<file path="src/rtl/wb_write_arbiter_if.sv">
`default_nettype none
// ---------------------------------------------------------------------------
// wb_write_arbiter_if: writeback sources, register-file write port and status
// Rev 1.0
// ---------------------------------------------------------------------------
interface wb_write_arbiter_if #(
  parameter int FIFO_DEPTH = 4,
  parameter int DATA_W     = 32
);
  localparam int c_CNT_W = $clog2(FIFO_DEPTH) + 1;

  logic                int_valid;
  logic [4:0]          int_reg;
  logic [DATA_W-1:0]   int_data;
  logic                fp_valid;
  logic                fp_ready;
  logic [4:0]          fp_reg;
  logic [DATA_W-1:0]   fp_data;
  logic [DATA_W-1:0]   fp_data2;
  logic                fp_double;
  logic                regWSig;
  logic                regwrite_float;
  logic [4:0]          wReg;
  logic [DATA_W-1:0]   wData;
  logic [DATA_W-1:0]   wData2;
  logic                double;
  logic                stall_req;
  logic [c_CNT_W-1:0]  fifo_count;
  logic                err_double;

  modport master (
    output int_valid, int_reg, int_data, fp_valid, fp_reg, fp_data, fp_data2, fp_double,
    input  fp_ready, regWSig, regwrite_float, wReg, wData, wData2, double,
           stall_req, fifo_count, err_double
  );

  modport slave (
    input  int_valid, int_reg, int_data, fp_valid, fp_reg, fp_data, fp_data2, fp_double,
    output fp_ready, regWSig, regwrite_float, wReg, wData, wData2, double,
           stall_req, fifo_count, err_double
  );
endinterface
`default_nettype wire

</file>
<file path="src/rtl/wb_write_arbiter.sv">
`default_nettype none
// ---------------------------------------------------------------------------
// wb_write_arbiter: merges the integer writeback and buffered FP results
// onto the single register-file write port. Rev 1.0
// ---------------------------------------------------------------------------
module wb_write_arbiter #(
  parameter int FIFO_DEPTH   = 4,
  parameter int STARVE_LIMIT = 8,
  parameter int DATA_W       = 32
) (
  input wire logic          clk,
  input wire logic          rst_n,
  wb_write_arbiter_if.slave io_wb
);
  localparam int c_PTR_W = $clog2(FIFO_DEPTH);
  localparam int c_CNT_W = c_PTR_W + 1;
  localparam int c_AGE_W = $clog2(STARVE_LIMIT + 1);

  logic [4:0]         r_q_reg   [FIFO_DEPTH];
  logic [DATA_W-1:0]  r_q_data  [FIFO_DEPTH];
  logic [DATA_W-1:0]  r_q_data2 [FIFO_DEPTH];
  logic               r_q_dbl   [FIFO_DEPTH];
  logic [c_PTR_W-1:0] r_wr_ptr;
  logic [c_PTR_W-1:0] r_rd_ptr;
  logic [c_CNT_W-1:0] r_count;
  logic [c_AGE_W-1:0] r_age;
  logic               r_regw;
  logic               r_regf;
  logic               r_double;
  logic               r_stall;
  logic               r_err;
  logic [4:0]         r_wreg;
  logic [DATA_W-1:0]  r_wdata;
  logic [DATA_W-1:0]  r_wdata2;

  logic               w_ready;
  logic               w_empty;
  logic               w_accept;
  logic               w_pop;
  logic               w_bypass;
  logic               w_push;
  logic               w_in_dbl;
  logic [DATA_W-1:0]  w_in_data2;
  logic [c_CNT_W-1:0] w_count_next;
  logic [c_AGE_W-1:0] w_age_next;

  assign w_ready    = r_count < c_CNT_W'(FIFO_DEPTH);
  assign w_empty    = (r_count == '0);
  assign w_accept   = io_wb.fp_valid & w_ready;
  assign w_pop      = ~io_wb.int_valid & ~w_empty;
  assign w_bypass   = ~io_wb.int_valid & w_empty & w_accept;
  assign w_push     = w_accept & ~w_bypass;
  // An odd destination cannot host a register pair, so it degrades to a single write.
  assign w_in_dbl   = io_wb.fp_double & ~io_wb.fp_reg[0];
  assign w_in_data2 = w_in_dbl ? io_wb.fp_data2 : '0;

  always_comb begin
    w_count_next = r_count;
    if (w_push && !w_pop) begin
      w_count_next = r_count + c_CNT_W'(1);
    end else if (w_pop && !w_push) begin
      w_count_next = r_count - c_CNT_W'(1);
    end
  end

  always_comb begin
    w_age_next = r_age;
    if (w_empty || w_pop) begin
      w_age_next = '0;
    end else if (r_age != c_AGE_W'(STARVE_LIMIT)) begin
      w_age_next = r_age + c_AGE_W'(1);
    end
  end

  always_ff @(posedge clk) begin
    if (w_push) begin
      r_q_reg[r_wr_ptr]   <= io_wb.fp_reg;
      r_q_data[r_wr_ptr]  <= io_wb.fp_data;
      r_q_data2[r_wr_ptr] <= w_in_data2;
      r_q_dbl[r_wr_ptr]   <= w_in_dbl;
    end
  end

  always_ff @(posedge clk) begin
    if (!rst_n) begin
      r_wr_ptr <= '0;
      r_rd_ptr <= '0;
      r_count  <= '0;
      r_age    <= '0;
      r_stall  <= 1'b0;
      r_err    <= 1'b0;
      r_regw   <= 1'b0;
      r_regf   <= 1'b0;
      r_double <= 1'b0;
      r_wreg   <= '0;
      r_wdata  <= '0;
      r_wdata2 <= '0;
    end else begin
      if (w_push) r_wr_ptr <= r_wr_ptr + c_PTR_W'(1);
      if (w_pop)  r_rd_ptr <= r_rd_ptr + c_PTR_W'(1);
      r_count <= w_count_next;
      r_age   <= w_age_next;
      r_stall <= (w_age_next == c_AGE_W'(STARVE_LIMIT));
      if (w_accept && io_wb.fp_double && io_wb.fp_reg[0]) r_err <= 1'b1;

      r_regw   <= 1'b0;
      r_regf   <= 1'b0;
      r_double <= 1'b0;
      if (io_wb.int_valid) begin
        // Writes to r0 are swallowed: the slot is still spent on the integer result.
        if (io_wb.int_reg != 5'd0) begin
          r_regw   <= 1'b1;
          r_wreg   <= io_wb.int_reg;
          r_wdata  <= io_wb.int_data;
          r_wdata2 <= '0;
        end
      end else if (w_pop) begin
        r_regf   <= 1'b1;
        r_wreg   <= r_q_reg[r_rd_ptr];
        r_wdata  <= r_q_data[r_rd_ptr];
        r_wdata2 <= r_q_data2[r_rd_ptr];
        r_double <= r_q_dbl[r_rd_ptr];
      end else if (w_bypass) begin
        r_regf   <= 1'b1;
        r_wreg   <= io_wb.fp_reg;
        r_wdata  <= io_wb.fp_data;
        r_wdata2 <= w_in_data2;
        r_double <= w_in_dbl;
      end
    end
  end

  assign io_wb.fp_ready       = w_ready;
  assign io_wb.regWSig        = r_regw;
  assign io_wb.regwrite_float = r_regf;
  assign io_wb.wReg           = r_wreg;
  assign io_wb.wData          = r_wdata;
  assign io_wb.wData2         = r_wdata2;
  assign io_wb.double         = r_double;
  assign io_wb.stall_req      = r_stall;
  assign io_wb.fifo_count     = r_count;
  assign io_wb.err_double     = r_err;
endmodule
`default_nettype wire

</file>
<file path="src/flat_wrapper.sv">
// flat-port wrapper written by rule: the top's interface ports become plain ports
module wb_write_arbiter_flat 
#(
  parameter int FIFO_DEPTH   = 4,
  parameter int STARVE_LIMIT = 8,
  parameter int DATA_W       = 32
)
  (clk, rst_n, io_wb_int_valid, io_wb_int_reg, io_wb_int_data, io_wb_fp_valid, io_wb_fp_reg, io_wb_fp_data, io_wb_fp_data2, io_wb_fp_double, io_wb_fp_ready, io_wb_regWSig, io_wb_regwrite_float, io_wb_wReg, io_wb_wData, io_wb_wData2, io_wb_double, io_wb_stall_req, io_wb_fifo_count, io_wb_err_double);
  wb_write_arbiter_if #(.FIFO_DEPTH(FIFO_DEPTH), .DATA_W(DATA_W)) io_wb_i ();
  input wire logic clk;
  input wire logic rst_n;
  input wire logic [$bits(io_wb_i.int_valid)-1:0] io_wb_int_valid;
  input wire logic [$bits(io_wb_i.int_reg)-1:0] io_wb_int_reg;
  input wire logic [$bits(io_wb_i.int_data)-1:0] io_wb_int_data;
  input wire logic [$bits(io_wb_i.fp_valid)-1:0] io_wb_fp_valid;
  input wire logic [$bits(io_wb_i.fp_reg)-1:0] io_wb_fp_reg;
  input wire logic [$bits(io_wb_i.fp_data)-1:0] io_wb_fp_data;
  input wire logic [$bits(io_wb_i.fp_data2)-1:0] io_wb_fp_data2;
  input wire logic [$bits(io_wb_i.fp_double)-1:0] io_wb_fp_double;
  output wire logic [$bits(io_wb_i.fp_ready)-1:0] io_wb_fp_ready;
  output wire logic [$bits(io_wb_i.regWSig)-1:0] io_wb_regWSig;
  output wire logic [$bits(io_wb_i.regwrite_float)-1:0] io_wb_regwrite_float;
  output wire logic [$bits(io_wb_i.wReg)-1:0] io_wb_wReg;
  output wire logic [$bits(io_wb_i.wData)-1:0] io_wb_wData;
  output wire logic [$bits(io_wb_i.wData2)-1:0] io_wb_wData2;
  output wire logic [$bits(io_wb_i.double)-1:0] io_wb_double;
  output wire logic [$bits(io_wb_i.stall_req)-1:0] io_wb_stall_req;
  output wire logic [$bits(io_wb_i.fifo_count)-1:0] io_wb_fifo_count;
  output wire logic [$bits(io_wb_i.err_double)-1:0] io_wb_err_double;
  assign io_wb_i.int_valid = io_wb_int_valid;
  assign io_wb_i.int_reg = io_wb_int_reg;
  assign io_wb_i.int_data = io_wb_int_data;
  assign io_wb_i.fp_valid = io_wb_fp_valid;
  assign io_wb_i.fp_reg = io_wb_fp_reg;
  assign io_wb_i.fp_data = io_wb_fp_data;
  assign io_wb_i.fp_data2 = io_wb_fp_data2;
  assign io_wb_i.fp_double = io_wb_fp_double;
  assign io_wb_fp_ready = io_wb_i.fp_ready;
  assign io_wb_regWSig = io_wb_i.regWSig;
  assign io_wb_regwrite_float = io_wb_i.regwrite_float;
  assign io_wb_wReg = io_wb_i.wReg;
  assign io_wb_wData = io_wb_i.wData;
  assign io_wb_wData2 = io_wb_i.wData2;
  assign io_wb_double = io_wb_i.double;
  assign io_wb_stall_req = io_wb_i.stall_req;
  assign io_wb_fifo_count = io_wb_i.fifo_count;
  assign io_wb_err_double = io_wb_i.err_double;
  wb_write_arbiter #(.FIFO_DEPTH(FIFO_DEPTH), .STARVE_LIMIT(STARVE_LIMIT), .DATA_W(DATA_W)) u_core (.clk(clk), .rst_n(rst_n), .io_wb(io_wb_i));
endmodule
</file>
<file path="config.mk">
export PLATFORM = sky130hd
export DESIGN_NAME = wb_write_arbiter_flat
export DESIGN_NICKNAME = d
export VERILOG_FILES = /design/src/rtl/wb_write_arbiter_if.sv /design/src/rtl/wb_write_arbiter.sv /design/src/flat_wrapper.sv
export SDC_FILE = /design/constraint.sdc
export NUM_CORES = 1
export LEC_CHECK = 0
export BUFFER_PORTS_ARGS = -buffer_cell sky130_fd_sc_hd__buf_2
export CELL_PAD_IN_SITES_DETAIL_PLACEMENT = 1
export CELL_PAD_IN_SITES_GLOBAL_PLACEMENT = 1
export CORE_MARGIN = 2
export CORE_UTILIZATION = 45
export DETAILED_ROUTE_END_ITERATION = 6
export HOLD_SLACK_MARGIN = 0.08
export PLACE_DENSITY_LB_ADDON = 0.1
export SLEW_MARGIN = 30
export SYNTH_ARGS = -nofsm -noshare
export SYNTH_HDL_FRONTEND = slang
export SYNTH_SLANG_ARGS = --single-unit
</file>
<file path="constraint.sdc">
create_clock -name clk -period 5 [get_ports clk]
set_clock_uncertainty 0.15 [all_clocks]
set_input_delay 0.75 -clock clk [delete_from_list [all_inputs] [get_ports clk]]
set_output_delay 0.75 -clock clk [all_outputs]
set_load 0.02 [all_outputs]
</file>
# == Word level (Yosys, flattened, before mapping) ==
# Memories as Yosys holds them, arrays and structs flattened. A register that Yosys moved wholly into a read port is not among the register bits.
# Cells that the tools add are included.
# totals
input_bits,111
output_inout_bits,78
ram_bits,280
word_cells,82
memories,4
reg_bits,85
# mem_list
memory,words,width,read_ports,rd_ports_with_merged_regs,wr,line_no,rtl
u_core.r_q_data,4,32,1,1,1,wb_write_arbiter.sv:20,logic [DATA_W-1:0] r_q_data [FIFO_DEPTH];
u_core.r_q_data2,4,32,1,1,1,wb_write_arbiter.sv:21,logic [DATA_W-1:0] r_q_data2 [FIFO_DEPTH];
u_core.r_q_reg,4,5,1,1,1,wb_write_arbiter.sv:19,logic [4:0] r_q_reg [FIFO_DEPTH];
u_core.r_q_dbl,4,1,1,1,1,wb_write_arbiter.sv:22,logic r_q_dbl [FIFO_DEPTH];
# classes
eq_ne,3
bitwise,11
n_lt_le_gt_ge,1
n_addsub,5
n_mux,32
reduce_logical,14
# op_table
cell,count
$mux W32,9
$mux W5,4
$mux W2,8
$mux W4,2
$mux W1,7
$and A1 B1 Y1,6
$mux W3,2
$not A1 Y1,5
$reduce_bool A5 Y1,1
$add A2 B1 Y2 const B,2
$add A4 B1 Y4 const B,1
$eq A4 B4 Y1 const B,1
$logic_and A1 B1 Y1,4
$ne A4 B4 Y1 const B,1
$reduce_and A2 Y1,2
$add A3 B1 Y3 const B,1
$logic_not A3 Y1,1
$lt A3 B3 Y1 const B,1
$reduce_bool A3 Y1,1
$sub A3 B1 Y3 const B,1
$logic_not A1 Y1,2
$ne A2 B1 Y1 const B,1
$reduce_bool A2 Y1,1
$reduce_or A2 Y1,1
$logic_or A1 B1 Y1,1

# == Longest topological paths before layout ==
# Gate-level depths: netlist of the first run.
# depth
ltp_word,9
ltp_mapped,10
mapped_depth_nobuf,8

# == Worst setup path before layout of the first run ==
# Ideal clock, no wire load.
# synth_path
path_type,input port to flip-flop
start,in io_wb_int_valid
end,mem u_core.r_q_data2[0][0] (enable)
n_path_buf,2
t_arrival_ps,3187
path_stages,5
slack_ps,1228
path_cell_list,buf_2 inv_1 buf_2 a21boi_1 and2_1
# synth_via
elab_chain_len,7
# synth_lines
item,line_no,rtl
start: declaration,flat_wrapper.sv:12,input wire logic [$bits(io_wb_i.int_valid)-1:0] io_wb_int_valid;
$not A1 Y1,wb_write_arbiter.sv:51,assign w_bypass = ~io_wb.int_valid & w_empty & w_accept;
$and A1 B1 Y1 (2 in a row),wb_write_arbiter.sv:51,
$not A1 Y1,wb_write_arbiter.sv:52,assign w_push = w_accept & ~w_bypass;
$and A1 B1 Y1,wb_write_arbiter.sv:52,
net u_core.w_push,wb_write_arbiter.sv:41,logic w_push;
$mux W1,wb_write_arbiter.sv:76,if (w_push) begin
$mux W1 (not written as such),wb_write_arbiter.sv:79,r_q_data2[r_wr_ptr] <= w_in_data2;
end: declaration,wb_write_arbiter.sv:21,
# The timed path passes the listed nets, and every way through them passes these cells.

# == Worst setup path after layout of the first run ==
# layout_path
start,in io_wb_int_valid
end,mem u_core.r_q_data2[3][20] (enable)
# The elaborated chain is that of the path after synthesis.

==> out/results.txt, run 1 <==
largest net degree at the start of global routing = 56
Regs by FF count = u_core.r_q_data2: 128 flops, u_core.r_q_data: 128 flops
CTS max path bufs = 3
largest cells by area after synthesis = edfxtp_1, dfxtp_1, mux4_2
Post-synth ARST share = 0
Avg Cell Area, Syn = 17.3 sq um
top cell type's share of synthesized area = 0.589
vias in the first global route = 8953
Worst path max stage delay = 0.87 ns
Setup Viol. Count Final = 0
Port-buffer cells = 188
Crit-path slowest cell = and2_4
sequential-to-total area share from yosys stat = 0.711
Clock Latency Late Sink = 0.52 ns
GRT Resource Usage Total = 0.209
Remaining DRCs = 0
RSZ-0062 raised after global routing = no
Hold Buf Count CTS = 0
num ports = 189
htree depth = 2
EDFF count, synth = 280
DRT Wirelength = 33.8 mm
gpl congestion = 0.704
dpl cell area = 0.0156 sq mm
Die Y = 182 um
Leakage = 6.15 nW
crit-path max FO = 55
CTS clk-pin slew, worst paths = 0.06 ns
setup TNS = 0 ns
layout cell share with drive strength beyond 1 = 0.333
pre-CTS setup slack = 1.56 ns
first-pass GRT wire length = 52.9 mm
CP startpoint kind = input port
FMAX = 352 MHz
final instance area = 0.0169 sq mm
critical path arrival = 2.91 ns
clk sink count = 367
status = finished, final reports clean
Final nets = 1136
synthesized area = 0.0143 sq mm
via-per-instance ratio = 5.61
GRT overflow = 0
Core Util, Final = 0.539
CP cell instances = buf_2, inv_1, buf_4, a21boi_1, and2_4, buf_4
Tmin final = 2.84 ns
final antenna-violating net count = 0
Synthesis Warnings = 0
CP endpoint kind = flip-flop
CTS Buf Count = 40
Pre-antenna DRT Iters = 4
Max-Cap Viols = 0
post-synthesis cell type count = 42
slew margin rel. = 0.393
CP required = 5.07 ns
setup slack after layout = 2.16 ns
CTS tree = done
CP most frequent cell = buf_4
Die Width = 182 um
Antenna diodes = 0
Pins Over Slew Limit = 0
final hold vios = 0
DR WL/cell = 23.3 um
Iter 0 DRT Violations = 507
Setup Buffers After CTS = 0
hpwl dp = 20.3 mm
number of vias in the routed layout = 8121
Post-synth top flop = edfxtp_1
core area = 0.0314 sq mm
area leader, netlist = edfxtp_1
Area growth syn-to-layout = 18.5%
CTS resizes = 0
HP Class = input port to flip-flop
Initial Util = 0.455
die area = 0.0332 sq mm
antenna violations before repair = 0
Max rail drop VDD = 0.278 mV
row cnt = 65
Net Count, Synth = 946
PwrDens = 540 mW/mm^2
critical path class = input port to flip-flop
Root Buffer = clkbuf_16
Period Utilization, post-route = 0.568
Synth Register Bits = 367
Worst Tran Pin Value = 0.911 ns
Post-Synthesis Cells = 827
layout by cell type, fill, tap and decap left out, types with 4 or more instances in the layout:
cell | netlist | layout
nand2_1 | 41 | 41
ha_1 | 7 | 7
a2bb2oi_1 | 32 | 32
a21o_1 | 5 | 5
mux4_2 | 70 | 70
edfxtp_1 | 280 | 280
o21ai_0 | 5 | 5
a22oi_1 | 10 | 10
a21oi_1 | 44 | 44
and2_1 | 37 | 33
buf_2 | 16 | 188
xor2_1 | 5 | 5
dfxtp_1 | 87 | 85
a22o_1 | 32 | 32
inv_1 | 10 | 10
clkinv_1 | 0 | 4
clkinv_2 | 0 | 6
mux2i_1 | 19 | 19
nor3_1 | 11 | 10
clkbuf_16 | 0 | 41
clkbuf_1 | 26 | 8
and2_4 | 0 | 4
buf_4 | 4 | 17
nor2_1 | 15 | 15
o2bb2ai_1 | 27 | 27
area by class of cell:
| type | count | area [sq um] |
|---|---|---|
| fillers | 2950 | 14500 |
| flip-flops and latches | 367 | 10200 |
| multi-input cells | 392 | 3840 |
| clock buffers | 52 | 1100 |
| repair buffers | 206 | 1090 |
| well taps | 402 | 503 |
| clock inverters | 19 | 184 |
| inverters | 10 | 37.5 |
cells by family after synthesis:
| logic type | after synthesis | synth area share |
|---|---|---|
| adders and majority gates | 8 | 0.00754 |
| xor gates and xnor gates | 7 | 0.00430 |
| and+or+nand+nor | 121 | 0.0423 |
| muxes | 90 | 0.125 |
| buffers and inverters | 68 | 0.0224 |
| DFF | 367 | 0.711 |
| AOI/OAI and AO/OA | 166 | 0.0877 |
layer usage:
layer | part of all wire | wire length [um] | track usage | vias up
li1 | - | - | - | 3681
met3 | 0.045 | 1510 | 0.0311 | 45
met1 | 0.44 | 14700 | 0.279 | 4183
met5 | 0 | 0 | 0 | -
met2 | 0.50 | 17000 | 0.364 | 212
met4 | 0.016 | 534 | 0.0474 | 0
synthesized netlist by cell type (all sizes together) (5+ instances only):
cell,count
a2bb2oi,32
mux2i,19
nor2,16
mux4,70
a21oi,44
o2bb2ai,27
o21ai,5
buf,32
clkbuf,26
nand2,41
edfxtp,280
xor2,5
a21o,5
a22oi,10
nor3,11
a22o,32
ha,7
dfxtp,87
inv,10
and2,37
path summary, 6_finish.rpt:
path	from	end	slack [ns]	cells past startpoint
worst max register to register	u_core.io_wb.fifo_count[2]	u_core.io_wb.wData2[14]	2.20	5
worst min-delay path	io_wb_fp_data[22]	u_core.r_q_data[1][22]	0.31	1
worst max-delay path	io_wb_int_valid	u_core.r_q_data2[3][20]	2.16	6
worst min register to register	u_core.io_wb.wData2[0]	u_core.io_wb.wData2[0]	0.31	1
power breakdown:
| group | switching (mW) | total, mW | leakage, nW | internal, mW |
|---|---|---|---|---|
| logic | 1.23 | 2.19 | 2.23 | 0.959 |
| clock network | 1.17 | 2.88 | 0.622 | 1.71 |
| registers | 0.296 | 4.07 | 3.30 | 3.77 |
metrics by stage:
stage	instances	total power, mW	hold slack, ns
2_1_floorplan	827	5.64	0.335
3_3_place_gp	1377	6.32	0.295
3_5_place_dp	1377	6.37	0.296
4_1_cts	1448	9.26	0.289
5_1_grt	1448	9.60	0.293
6_report	1448	9.14	0.312
critical path: cells and delay by family:
family	cells	cell delay, ns
AND/OR/NAND/NOR	1	0.87
buffers and inverters	4	0.71
AO/OA/AOI/OAI	1	0.55
No activity file was read; power rests on OpenSTA's default activity.
==> run 2, diff against run 1 <==
==> constraint.sdc (replaced) <==
create_clock -name clk -period 2.9 [get_ports clk]
set_clock_uncertainty 0.15 [all_clocks]
set_input_delay 0.435 -clock clk [delete_from_list [all_inputs] [get_ports clk]]
set_output_delay 0.435 -clock clk [all_outputs]
set_load 0.02 [all_outputs]
==> run 2 against run 1 <==
  * Worst hold slack worse by 0.21 ns
  * Largest cell class unchanged
  * Power up 70%
  * Via count up 3.1%
  * Sequential power up 69%
  * Highest routed layer is now met5
==> out/results.txt, run 2 (same netlist as run 1, synthesis figures left out) <==
final antenna-violating net count = 0
critical path arrival = 2.68 ns
CTS clk-pin slew, worst paths = 0.06 ns
DR WL/cell = 22.5 um
pre-CTS setup slack = 0.371 ns
FMAX = 419 MHz
num ports = 189
final hold vios = 0
Placed Cells = 1389
Port-buffer cells = 188
htree depth = 2
HP Class = input port to flip-flop
critical path class = flip-flop to flip-flop
number of vias in the routed layout = 8373
slew margin rel. = 0.595
status = finished, final reports clean
Setup Buffers After CTS = 0
vias in the first global route = 9179
RSZ-0062 raised after global routing = no
CTS tree = done
Remaining DRCs = 0
setup TNS = 0 ns
Worst Tran Pin Value = 0.608 ns
Tmin final = 2.39 ns
CP startpoint kind = flip-flop
Die Y = 182 um
layout cell share with drive strength beyond 1 = 0.319
Final nets = 1192
Antenna diodes = 0
Max rail drop VDD = 0.412 mV
setup slack after layout = 0.512 ns
commonest non-fill, non-tap cell in the layout = edfxtp_1
gpl congestion = 0.753
Pins Over Slew Limit = 0
largest net degree at the start of global routing = 50
R2R depth = 8
Pwr Total = 15.6 mW
row cnt = 65
Iter 0 DRT Violations = 519
Period Utilization, post-route = 0.823
Area growth syn-to-layout = 22.3%
Setup Viol. Count Final = 0
antenna violations before repair = 2
GRT overflow = 0
Cells on Worst Hold Path = 3
die area = 0.0332 sq mm
Leakage = 6.37 nW
worst hold slack = 0.101 ns
Pre-antenna DRT Iters = 5
final non-filler cell total = 1503
Root Buffer = clkbuf_16
most frequent cells in the layout = edfxtp_1, buf_2, dfxtp_1
CTS Buf Count = 39
crit-path max FO = 7
Regs by FF count = u_core.r_q_data2: 128 flops, u_core.r_q_data: 128 flops
clk sink count = 367
via-per-instance ratio = 5.57
Max-Cap Viols = 0
Initial Util = 0.455
PwrDens = 891 mW/mm^2
CP required = 3.19 ns
CTS max path bufs = 3
Die Width = 182 um
Clock Latency Late Sink = 0.52 ns
hpwl dp = 20.2 mm
GRT Resource Usage Total = 0.210
core area = 0.0314 sq mm
first-pass GRT wire length = 53.4 mm
DRT Wirelength = 33.9 mm
CP endpoint kind = flip-flop
run 2: cell types whose count changed in the layout (fill, tap and decap cells not counted), sizes merged:
cell,previous run,this run
clkinv,11,10
buf,206,218
inv,12,11
clkinvlp,3,1
bufinv,3,1
dlygate4sd3,0,45
clkbuf,52,56
run 2: layout make-up:
class	instances	area, sq um
flip-flops and latches	367	10200
multi-input cells	392	3830
fillers	2952	13900
well taps	402	503
inverters	10	37.5
clock buffers	56	1070
clock inverters	13	90.1
repair buffers	263	1770
run 2: metal layers:
| metal | routed length, um | share of wire | vias up | GRT usage |
|---|---|---|---|---|
| met3 | 1430 | 0.042 | 50 | 0.0347 |
| met1 | 14700 | 0.43 | 4326 | 0.278 |
| met4 | 586 | 0.017 | 4 | 0.0471 |
| li1 | - | - | 3787 | - |
| met2 | 17100 | 0.51 | 206 | 0.367 |
| met5 | 27 | 0.00080 | - | 0 |
run 2: path summary, 6_finish.rpt:
kind | slack [ns] | endpoint | startpoint
setup / recovery | 0.51 | u_core.io_wb.fifo_count[2] | u_core.io_wb.fifo_count[2]
hold / removal | 0.10 | u_core.io_wb.wData2[26] | io_wb_fp_data2[26]
setup reg to reg | 0.51 | u_core.io_wb.fifo_count[2] | u_core.io_wb.fifo_count[2]
hold reg to reg | 0.31 | u_core.io_wb.wData2[16] | u_core.io_wb.wData2[16]
run 2: timing repair:
item / in CTS / in global routing
gates resized for setup: 0 / 0
hold buffers: 45 / 0
endpoints found under the hold margin: 153 / 0
run 2: power breakdown:
part	leakage, nW	total, mW	internal (mW)	switching, mW
combinational	2.51	4.09	1.81	2.28
clock	0.565	4.59	2.65	1.94
sequential	3.30	6.88	6.50	0.378
total	6.37	15.6	11.0	4.60
run 2: per-stage QoR:
stage	utilization	area (sq um)
after detailed placement	0.505	15800
after global placement	0.505	15800
final	0.556	17500
after global routing	0.556	17500
after CTS	0.556	17500
after floorplan	-	14300
run 2: worst max-delay path, stage by stage, from the launching register on:
cell and delay, ns:
dfxtp_1 0.37, or3_4 0.42, nand2_1 0.13, ha_1 0.20
inv_1 0.06, fa_1 0.37, xor2_1 0.18, or3_1 0.30
a21oi_1 0.14
